$ cat config.mk
export PLATFORM = sky130hd
export DESIGN_NAME = uart_io_bridge
export DESIGN_NICKNAME = d
export VERILOG_FILES = /design/src/rtl/uart_io_pkg.sv /design/src/rtl/uart_tx_fifo.sv /design/src/rtl/uart_io_bridge.sv
export SDC_FILE = /design/constraint.sdc
export NUM_CORES = 1
export LEC_CHECK = 0
export BUFFER_PORTS_ARGS = -buffer_cell sky130_fd_sc_hd__buf_4
export CAP_MARGIN = 20
export CORE_MARGIN = 10
export CORE_UTILIZATION = 65
export CTS_BUF_LIST = sky130_fd_sc_hd__clkbuf_16
export DETAILED_ROUTE_END_ITERATION = 8
export GPL_TIMING_DRIVEN = 0
export PLACE_DENSITY = 0.81
export SLEW_MARGIN = 40
export SYNTH_ARGS = -nofsm -noshare
export SYNTH_HDL_FRONTEND = slang
export SYNTH_SLANG_ARGS = --single-unit
$ cat constraint.sdc
create_clock -name clk100 -period 7.4 [get_ports clk100]
set_input_delay 0.74 -clock clk100 [delete_from_list [all_inputs] [get_ports clk100]]
set_output_delay 0.74 -clock clk100 [all_outputs]
set_load 0.05 [all_outputs]
$ cat src/rtl/uart_io_pkg.sv
`default_nettype none
// ============================================================================
// Module      : uart_io_pkg
// Description : Shared IO port addresses and UART FSM state encodings for
//               the UART IO bridge.
// Revision    : 1.0 - initial release
// ============================================================================
package uart_io_pkg;

    // Processor IO port addresses
    localparam logic [7:0] c_port_data    = 8'h01;
    localparam logic [7:0] c_port_rx_rdy  = 8'h02;
    localparam logic [7:0] c_port_tx_full = 8'h03;
    localparam logic [7:0] c_port_status  = 8'h04;

    typedef enum logic [1:0] {
        TX_IDLE  = 2'd0,
        TX_START = 2'd1,
        TX_DATA  = 2'd2,
        TX_STOP  = 2'd3
    } tx_state_t;

    typedef enum logic [1:0] {
        RX_IDLE  = 2'd0,
        RX_START = 2'd1,
        RX_DATA  = 2'd2,
        RX_STOP  = 2'd3
    } rx_state_t;

endpackage
`default_nettype wire

$ cat src/rtl/uart_tx_fifo.sv
`default_nettype none
// ============================================================================
// Module      : uart_tx_fifo
// Description : Small first-word-fall-through FIFO feeding the UART
//               transmitter. Occupancy count drives full/empty.
// Revision    : 1.0 - initial release
// ============================================================================
module uart_tx_fifo #(
    parameter int DEPTH = 8,
    parameter int WIDTH = 8
) (
    input  logic             clk,
    input  logic             rst,
    input  logic             i_push,
    input  logic [WIDTH-1:0] i_data,
    input  logic             i_pop,
    output logic [WIDTH-1:0] o_data,
    output logic             o_full,
    output logic             o_empty
);

    localparam int                 c_ptr_w = $clog2(DEPTH);
    localparam logic [c_ptr_w:0]   c_depth = (c_ptr_w + 1)'(DEPTH);

    logic [WIDTH-1:0]   r_mem [DEPTH];
    logic [c_ptr_w-1:0] r_wr_ptr;
    logic [c_ptr_w-1:0] r_rd_ptr;
    logic [c_ptr_w:0]   r_count;
    logic               w_push;
    logic               w_pop;

    // Full is judged on the pre-pop count, so a push into a full FIFO is
    // dropped even if the same cycle pops.
    assign o_full  = (r_count == c_depth);
    assign o_empty = (r_count == '0);
    assign w_push  = i_push && !o_full;
    assign w_pop   = i_pop && !o_empty;
    assign o_data  = r_mem[r_rd_ptr];

    // Storage array; no reset needed since reads are gated by occupancy.
    always_ff @(posedge clk) begin
        if (w_push) begin
            r_mem[r_wr_ptr] <= i_data;
        end
    end

    // Pointers wrap naturally at the power-of-two depth; count tracks fill.
    always_ff @(posedge clk) begin
        if (rst) begin
            r_wr_ptr <= '0;
            r_rd_ptr <= '0;
            r_count  <= '0;
        end else begin
            if (w_push) r_wr_ptr <= r_wr_ptr + 1'b1;
            if (w_pop)  r_rd_ptr <= r_rd_ptr + 1'b1;
            case ({w_push, w_pop})
                2'b10:   r_count <= r_count + 1'b1;
                2'b01:   r_count <= r_count - 1'b1;
                default: r_count <= r_count;
            endcase
        end
    end

endmodule
`default_nettype wire

$ cat src/rtl/uart_io_bridge.sv
`default_nettype none
// ============================================================================
// Module      : uart_io_bridge
// Description : 8N1 UART attached to a processor IO port bus. Writes to port
//               0x01 queue bytes for transmission; reads return received
//               data and status flags.
// Revision    : 1.0 - initial release
// ============================================================================
module uart_io_bridge
    import uart_io_pkg::*;
#(
    parameter int CLKS_PER_BIT  = 868,
    parameter int TX_FIFO_DEPTH = 8
) (
    input  logic       clk100,
    input  logic       reset,
    input  logic [7:0] IO_port_ID,
    input  logic [7:0] IO_write_data,
    input  logic       IO_write_strobe,
    input  logic       IO_read_strobe,
    output logic [7:0] IO_read_data,
    input  logic       uart_rxd,
    output logic       uart_txd
);

    localparam logic [15:0] c_bit_last  = 16'(CLKS_PER_BIT - 1);
    localparam logic [15:0] c_half_last = 16'(CLKS_PER_BIT / 2 - 1);

    // ---------------- TX path ----------------
    tx_state_t   r_tx_state, w_tx_state_next;
    logic [15:0] r_tx_cnt;
    logic [2:0]  r_tx_bit, w_tx_bit_next;
    logic [7:0]  r_tx_shift, w_tx_shift_next;
    logic        r_txd, w_txd_next;
    logic        w_tx_pop, w_tx_push, w_tx_bit_end;
    logic [7:0]  w_fifo_data;
    logic        w_fifo_full, w_fifo_empty;

    assign w_tx_push    = IO_write_strobe && (IO_port_ID == c_port_data);
    assign w_tx_bit_end = (r_tx_cnt == c_bit_last);
    assign uart_txd     = r_txd;

    uart_tx_fifo #(
        .DEPTH (TX_FIFO_DEPTH),
        .WIDTH (8)
    ) u_tx_fifo (
        .clk     (clk100),
        .rst     (reset),
        .i_push  (w_tx_push),
        .i_data  (IO_write_data),
        .i_pop   (w_tx_pop),
        .o_data  (w_fifo_data),
        .o_full  (w_fifo_full),
        .o_empty (w_fifo_empty)
    );

    // TX next state: STOP chains straight into START when more data waits.
    always_comb begin
        w_tx_state_next = r_tx_state;
        w_tx_shift_next = r_tx_shift;
        w_tx_bit_next   = r_tx_bit;
        w_tx_pop        = 1'b0;
        case (r_tx_state)
            TX_IDLE: begin
                if (!w_fifo_empty) begin
                    w_tx_pop        = 1'b1;
                    w_tx_shift_next = w_fifo_data;
                    w_tx_state_next = TX_START;
                end
            end
            TX_START: begin
                if (w_tx_bit_end) begin
                    w_tx_bit_next   = 3'd0;
                    w_tx_state_next = TX_DATA;
                end
            end
            TX_DATA: begin
                if (w_tx_bit_end) begin
                    if (r_tx_bit == 3'd7) begin
                        w_tx_state_next = TX_STOP;
                    end else begin
                        w_tx_shift_next = {1'b0, r_tx_shift[7:1]};
                        w_tx_bit_next   = r_tx_bit + 3'd1;
                    end
                end
            end
            TX_STOP: begin
                if (w_tx_bit_end) begin
                    if (!w_fifo_empty) begin
                        w_tx_pop        = 1'b1;
                        w_tx_shift_next = w_fifo_data;
                        w_tx_state_next = TX_START;
                    end else begin
                        w_tx_state_next = TX_IDLE;
                    end
                end
            end
            default: w_tx_state_next = TX_IDLE;
        endcase
    end

    // Line level follows the state being entered so uart_txd is a clean flop.
    assign w_txd_next = (w_tx_state_next == TX_START) ? 1'b0 :
                        (w_tx_state_next == TX_DATA)  ? w_tx_shift_next[0] : 1'b1;

    // TX state, bit timer and shift register.
    always_ff @(posedge clk100) begin
        if (reset) begin
            r_tx_state <= TX_IDLE;
            r_tx_cnt   <= '0;
            r_tx_bit   <= '0;
            r_tx_shift <= '0;
            r_txd      <= 1'b1;
        end else begin
            r_tx_state <= w_tx_state_next;
            r_tx_shift <= w_tx_shift_next;
            r_tx_bit   <= w_tx_bit_next;
            r_txd      <= w_txd_next;
            if ((r_tx_state == TX_IDLE) || w_tx_bit_end) r_tx_cnt <= '0;
            else                                          r_tx_cnt <= r_tx_cnt + 16'd1;
        end
    end

    // ---------------- RX path ----------------
    rx_state_t   r_rx_state, w_rx_state_next;
    logic [15:0] r_rx_cnt;
    logic [2:0]  r_rx_bit, w_rx_bit_next;
    logic [7:0]  r_rx_shift, w_rx_shift_next;
    logic        r_rxd_meta, r_rxd_sync, r_rxd_prev;
    logic        w_rx_sample, w_rx_load, w_rx_frame_bad;
    logic [7:0]  r_rx_data;
    logic        r_rx_valid, r_rx_overrun, r_frame_err;
    logic        w_rd_data, w_rd_status;

    // The start bit is checked half a bit in; later samples are a full bit apart.
    assign w_rx_sample = (r_rx_state == RX_START) ? (r_rx_cnt == c_half_last)
                                                  : (r_rx_cnt == c_bit_last);
    assign w_rd_data   = IO_read_strobe && (IO_port_ID == c_port_data);
    assign w_rd_status = IO_read_strobe && (IO_port_ID == c_port_status);

    // Two-flop synchronizer plus one delay stage for falling-edge detection.
    always_ff @(posedge clk100) begin
        if (reset) begin
            r_rxd_meta <= 1'b1;
            r_rxd_sync <= 1'b1;
            r_rxd_prev <= 1'b1;
        end else begin
            r_rxd_meta <= uart_rxd;
            r_rxd_sync <= r_rxd_meta;
            r_rxd_prev <= r_rxd_sync;
        end
    end

    // RX next state: glitch rejection at start, LSB-first assembly, stop check.
    always_comb begin
        w_rx_state_next = r_rx_state;
        w_rx_shift_next = r_rx_shift;
        w_rx_bit_next   = r_rx_bit;
        w_rx_load       = 1'b0;
        w_rx_frame_bad  = 1'b0;
        case (r_rx_state)
            RX_IDLE: begin
                if (r_rxd_prev && !r_rxd_sync) w_rx_state_next = RX_START;
            end
            RX_START: begin
                if (w_rx_sample) begin
                    w_rx_bit_next   = 3'd0;
                    w_rx_state_next = r_rxd_sync ? RX_IDLE : RX_DATA;
                end
            end
            RX_DATA: begin
                if (w_rx_sample) begin
                    w_rx_shift_next = {r_rxd_sync, r_rx_shift[7:1]};
                    w_rx_bit_next   = r_rx_bit + 3'd1;
                    if (r_rx_bit == 3'd7) w_rx_state_next = RX_STOP;
                end
            end
            RX_STOP: begin
                if (w_rx_sample) begin
                    w_rx_load       = r_rxd_sync;
                    w_rx_frame_bad  = !r_rxd_sync;
                    w_rx_state_next = RX_IDLE;
                end
            end
            default: w_rx_state_next = RX_IDLE;
        endcase
    end

    // RX state, bit timer and shift register.
    always_ff @(posedge clk100) begin
        if (reset) begin
            r_rx_state <= RX_IDLE;
            r_rx_cnt   <= '0;
            r_rx_bit   <= '0;
            r_rx_shift <= '0;
        end else begin
            r_rx_state <= w_rx_state_next;
            r_rx_shift <= w_rx_shift_next;
            r_rx_bit   <= w_rx_bit_next;
            if ((r_rx_state == RX_IDLE) || w_rx_sample) r_rx_cnt <= '0;
            else                                         r_rx_cnt <= r_rx_cnt + 16'd1;
        end
    end

    // Holding register and sticky flags; a same-cycle data read absorbs a load.
    always_ff @(posedge clk100) begin
        if (reset) begin
            r_rx_data    <= '0;
            r_rx_valid   <= 1'b0;
            r_rx_overrun <= 1'b0;
            r_frame_err  <= 1'b0;
        end else begin
            if (w_rx_load)      r_rx_data  <= r_rx_shift;
            if (w_rx_load)      r_rx_valid <= 1'b1;
            else if (w_rd_data) r_rx_valid <= 1'b0;
            r_rx_overrun <= (r_rx_overrun && !w_rd_status) ||
                            (w_rx_load && r_rx_valid && !w_rd_data);
            r_frame_err  <= (r_frame_err && !w_rd_status) || w_rx_frame_bad;
        end
    end

    // Read mux is purely a function of the addressed port and current state.
    always_comb begin
        IO_read_data = 8'h00;
        case (IO_port_ID)
            c_port_data:    IO_read_data = r_rx_data;
            c_port_rx_rdy:  IO_read_data = {8{r_rx_valid}};
            c_port_tx_full: IO_read_data = {8{w_fifo_full}};
            c_port_status:  IO_read_data = {6'b0, r_frame_err, r_rx_overrun};
            default:        IO_read_data = 8'h00;
        endcase
    end

endmodule
`default_nettype wire

==> impl_results.md <==
- Clock tree buffer depth: 2
- Clk pwr share: 0.416
- Ys async rst share: 0
- Met2 WL post-DR: 6520 µm
- CP max FO: 10
- Outcome: finished clean
- Crit Path Class: in -> reg
- Internal power of the cells: 0.00147 W
- CTS tree: built
- Detail-routed via count per cell: 5.92
- Nature of the critical path endpoint: register
- Number of DRC markers after the initial detailed-route iteration: 367
- Uppermost layer routed: met4
- Commonest register cell after synthesis: sky130_fd_sc_hd__dfxtp_1
- Switching portion of total power: 0.249
- Cells taking the most area after synthesis: sky130_fd_sc_hd__edfxtp_1 (30%), sky130_fd_sc_hd__dfxtp_1 (27%), sky130_fd_sc_hd__mux2i_1 (7.6%)
- Crit share post-route: 0.464
- Wire length of the first global-routing pass: 21500 µm
- Count of warnings emitted by yosys: 0
- Fraction of layout instances using a drive strength above 1: 0.142
- Number of library cell types mapped by synthesis: 55
- Non-filler cells, final: 767
- Die X-Extent: 120 µm
- CTS sink cnt: 150
- Worst min-delay path class: reg -> reg
- Power per cell area: 263 nW/µm²
- Final Max Tran Viols: 0
- Per-instance average area after synthesis: 11.3 µm²
- Total die area: 14300 µm²
- Routed metal-1 wirelength: 5640 µm
- Maximum number of pins on one net before global-route repair: 17
- Leakage power summed over all cells: 2.62 nW
- Ports placed on the boundary: 30
- Final RePlAce weighted congestion: 0.867
- Tmin final: 3.44 ns
- Leading cell types by count after synthesis: sky130_fd_sc_hd__nor2_1 (94), sky130_fd_sc_hd__dfxtp_1 (86), sky130_fd_sc_hd__edfxtp_1 (64)
- Hold bufs inserted after CTS: 0
- Number of antenna violations at the first check in global routing: 0
- Estimated wirelength of the detail-placed design: 8680 µm
- Residual overflow from global routing: 0
- Data arrival time of the critical path: 3.78 ns
- CORE AREA: 9730 µm²
- Placed Cells: 735
- Met3 WL post-DR: 683 µm
- Vias in the first global route: 4516
- Post-DR wirelength/cell: 17.2 µm
- Synth Cell Area: 6440 µm²
- Clock latency reported for the late side of the worst-skew pair: 0.41 ns
- Synthesized net count: 610
- Post-detailed-routing wire length: 13200 µm
- Share of Yosys cell area claimed by the top area cell type: 0.298
- Critical Path Source Type: input port
- Cell accounting for the most synthesized area: sky130_fd_sc_hd__edfxtp_1
- Setup tns final: 0 ns
- Number of max-cap violations: 0
- Number of storage elements in the synthesis netlist: 150
- Leading cell type by number of instances after synthesis: sky130_fd_sc_hd__nor2_1
- Row Count: 36
- Clock Root Buffer: sky130_fd_sc_hd__clkbuf_16
- Relative contribution of combinational cells to total power: 0.124
- VDD IR max: 157 µV
- Number of detailed-routing iterations run before antenna repair: 5
- Via count of the routed design: 4537
- Starting density of the core: 0.662
- Post-Route Hold Slack: 0.419 ns
- Setup repair after global routing missed its margin: false
- Number of enable-type register cells in the synthesized netlist: 64
- Area Growth Syn to Fin: 15.6%
- Slew of the pin with the lowest slew margin: 0.876 ns
- Required time of the critical path: 7.74 ns
- TritonCTS Buffers: 17
- Sequential-to-total area share from yosys stat: 0.565
- Die height: 120 µm
- Switch Pwr: 0.000489 W
- Buffers inserted during post-CTS setup optimization: 0
- Total of cells resized after clock tree synthesis: 0
- Residual DRC: 0
- Number of H-tree levels: 4
- Count of endpoints failing hold in the final timing report: 0
- Normalized max-slew margin: 0.414
- Final Setup Violations: 0
- Peak clock frequency supported by timing: 0.291 GHz
- Antenna violation net count after detailed routing: 0
- # nets final: 659
- IO buf count: 29
- Global-route usage over all layers: 0.186
- Ant diodes: 0
- Share of power burned in registers: 0.459
- Cells after Synth: 572
- Clock-pin slew on the worst setup and hold paths: 0.06 ns
- Worst Skew: 0.00764 ns
[cell usage in the layout, fill, tap and decap left out, types with 12 or more instances in the layout]
cell type	n
sky130_fd_sc_hd__mux2i_1	49
sky130_fd_sc_hd__buf_4	30
sky130_fd_sc_hd__clkbuf_16	17
sky130_fd_sc_hd__ha_1	17
sky130_fd_sc_hd__nand3_1	13
sky130_fd_sc_hd__and3_1	13
sky130_fd_sc_hd__o22ai_1	13
sky130_fd_sc_hd__xor2_1	20
sky130_fd_sc_hd__nor2_1	90
sky130_fd_sc_hd__a21oi_1	12
sky130_fd_sc_hd__nand2_1	27
sky130_fd_sc_hd__dfxtp_1	86
sky130_fd_sc_hd__nor3_1	17
sky130_fd_sc_hd__edfxtp_1	64
sky130_fd_sc_hd__xnor2_1	14
[sequential cells by signal (all words and copies together) (netlist names), 2 cells and up, named ones only]
register	cells
r_tx_shift	8
u_tx_fifo.r_rd_ptr	3
r_tx_cnt	16
u_tx_fifo.r_count	4
r_tx_bit	3
r_rx_cnt	16
u_tx_fifo.r_mem	64
u_tx_fifo.r_wr_ptr	3
r_rx_shift	8
r_rx_bit	3
r_tx_state	2
r_rx_data	8
[power by group through the flow]
stage	clock network [W]	logic, W	registers, W
final	0.000817	0.000243	0.000901
after global placement	0	0.000221	0.000915
after CTS	0.000823	0.000240	0.000901
after detailed placement	0	0.000235	0.000918
after floorplan	0	0.000163	0.000920
after global routing	0.000862	0.000267	0.000903
[through the flow]
| step | total power (W) | util | setup slack (ns) | area (µm²) |
|---|---|---|---|---|
| after global routing | 0.00203 | 0.765 | 3.77 | 7450 |
| final | 0.00196 | 0.765 | 3.96 | 7450 |
| after global placement | 0.00114 | 0.702 | 3.46 | 6830 |
| after floorplan | 0.00108 | - | 4.08 | 6440 |
| after CTS | 0.00196 | 0.763 | 3.98 | 7420 |
| after detailed placement | 0.00115 | 0.705 | 3.61 | 6860 |
[routing by layer]
layer	vias to the layer above	track usage
li1	2180	-
met1	2191	0.223
met2	131	0.303
met3	35	0.0539
met4	0	0.0875
met5	-	0
[area by class of cell]
class	count	area, µm²
Tap cell	133	166
Timing Repair Buffer	30	225
Fill cell	670	2280
Clock inverter	15	140
Multi-Input combinational cell	391	2710
Buffer	23	105
Clock buffer	17	425
Sequential cell	150	3640
Inverter	8	30.0
[worst paths after layout]
kind / startpoint / end / slack, ns / cells past startpoint
max: IO_port_ID[3] / u_tx_fifo.r_count[2]$_SDFFE_PP0P_ / 3.96 / 12
min: r_rxd_meta$_SDFF_PP1_ / r_rxd_sync$_SDFF_PP1_ / 0.42 / 1
max reg2reg: u_tx_fifo.r_count[1]$_SDFFE_PP0P_ / u_tx_fifo.r_count[2]$_SDFFE_PP0P_ / 4.12 / 13
min reg2reg: r_rxd_meta$_SDFF_PP1_ / r_rxd_sync$_SDFF_PP1_ / 0.42 / 1
[worst max-delay path, cell delays in order]
cell and delay, ns:
sky130_fd_sc_hd__buf_4 0.11, sky130_fd_sc_hd__or4_4 0.56, sky130_fd_sc_hd__nor4_4 0.52, sky130_fd_sc_hd__and3_1 0.35, sky130_fd_sc_hd__inv_1 0.13, sky130_fd_sc_hd__ha_1 0.27, sky130_fd_sc_hd__xor2_1 0.18, sky130_fd_sc_hd__ha_1 0.20
sky130_fd_sc_hd__a21oi_1 0.17, sky130_fd_sc_hd__xor2_1 0.11, sky130_fd_sc_hd__or3_1 0.31, sky130_fd_sc_hd__a21oi_1 0.14
[kinds of logic (layout without fill, tap and decap cells)]
kind of cell | count (synthesis) | in the layout | share of synthesized area
multiplexers | 54 | 54 | 0.0918
adder cells (fa/ha/maj) | 17 | 17 | 0.0330
flip-flops | 150 | 150 | 0.565
XOR/XNOR | 34 | 34 | 0.0462
buffers and inverters | 31 | 93 | 0.0210
AND/OR/NAND/NOR | 214 | 214 | 0.166
AO/OA/AOI/OAI | 72 | 72 | 0.0765
Note: power is estimated with default switching activity, not from simulation.
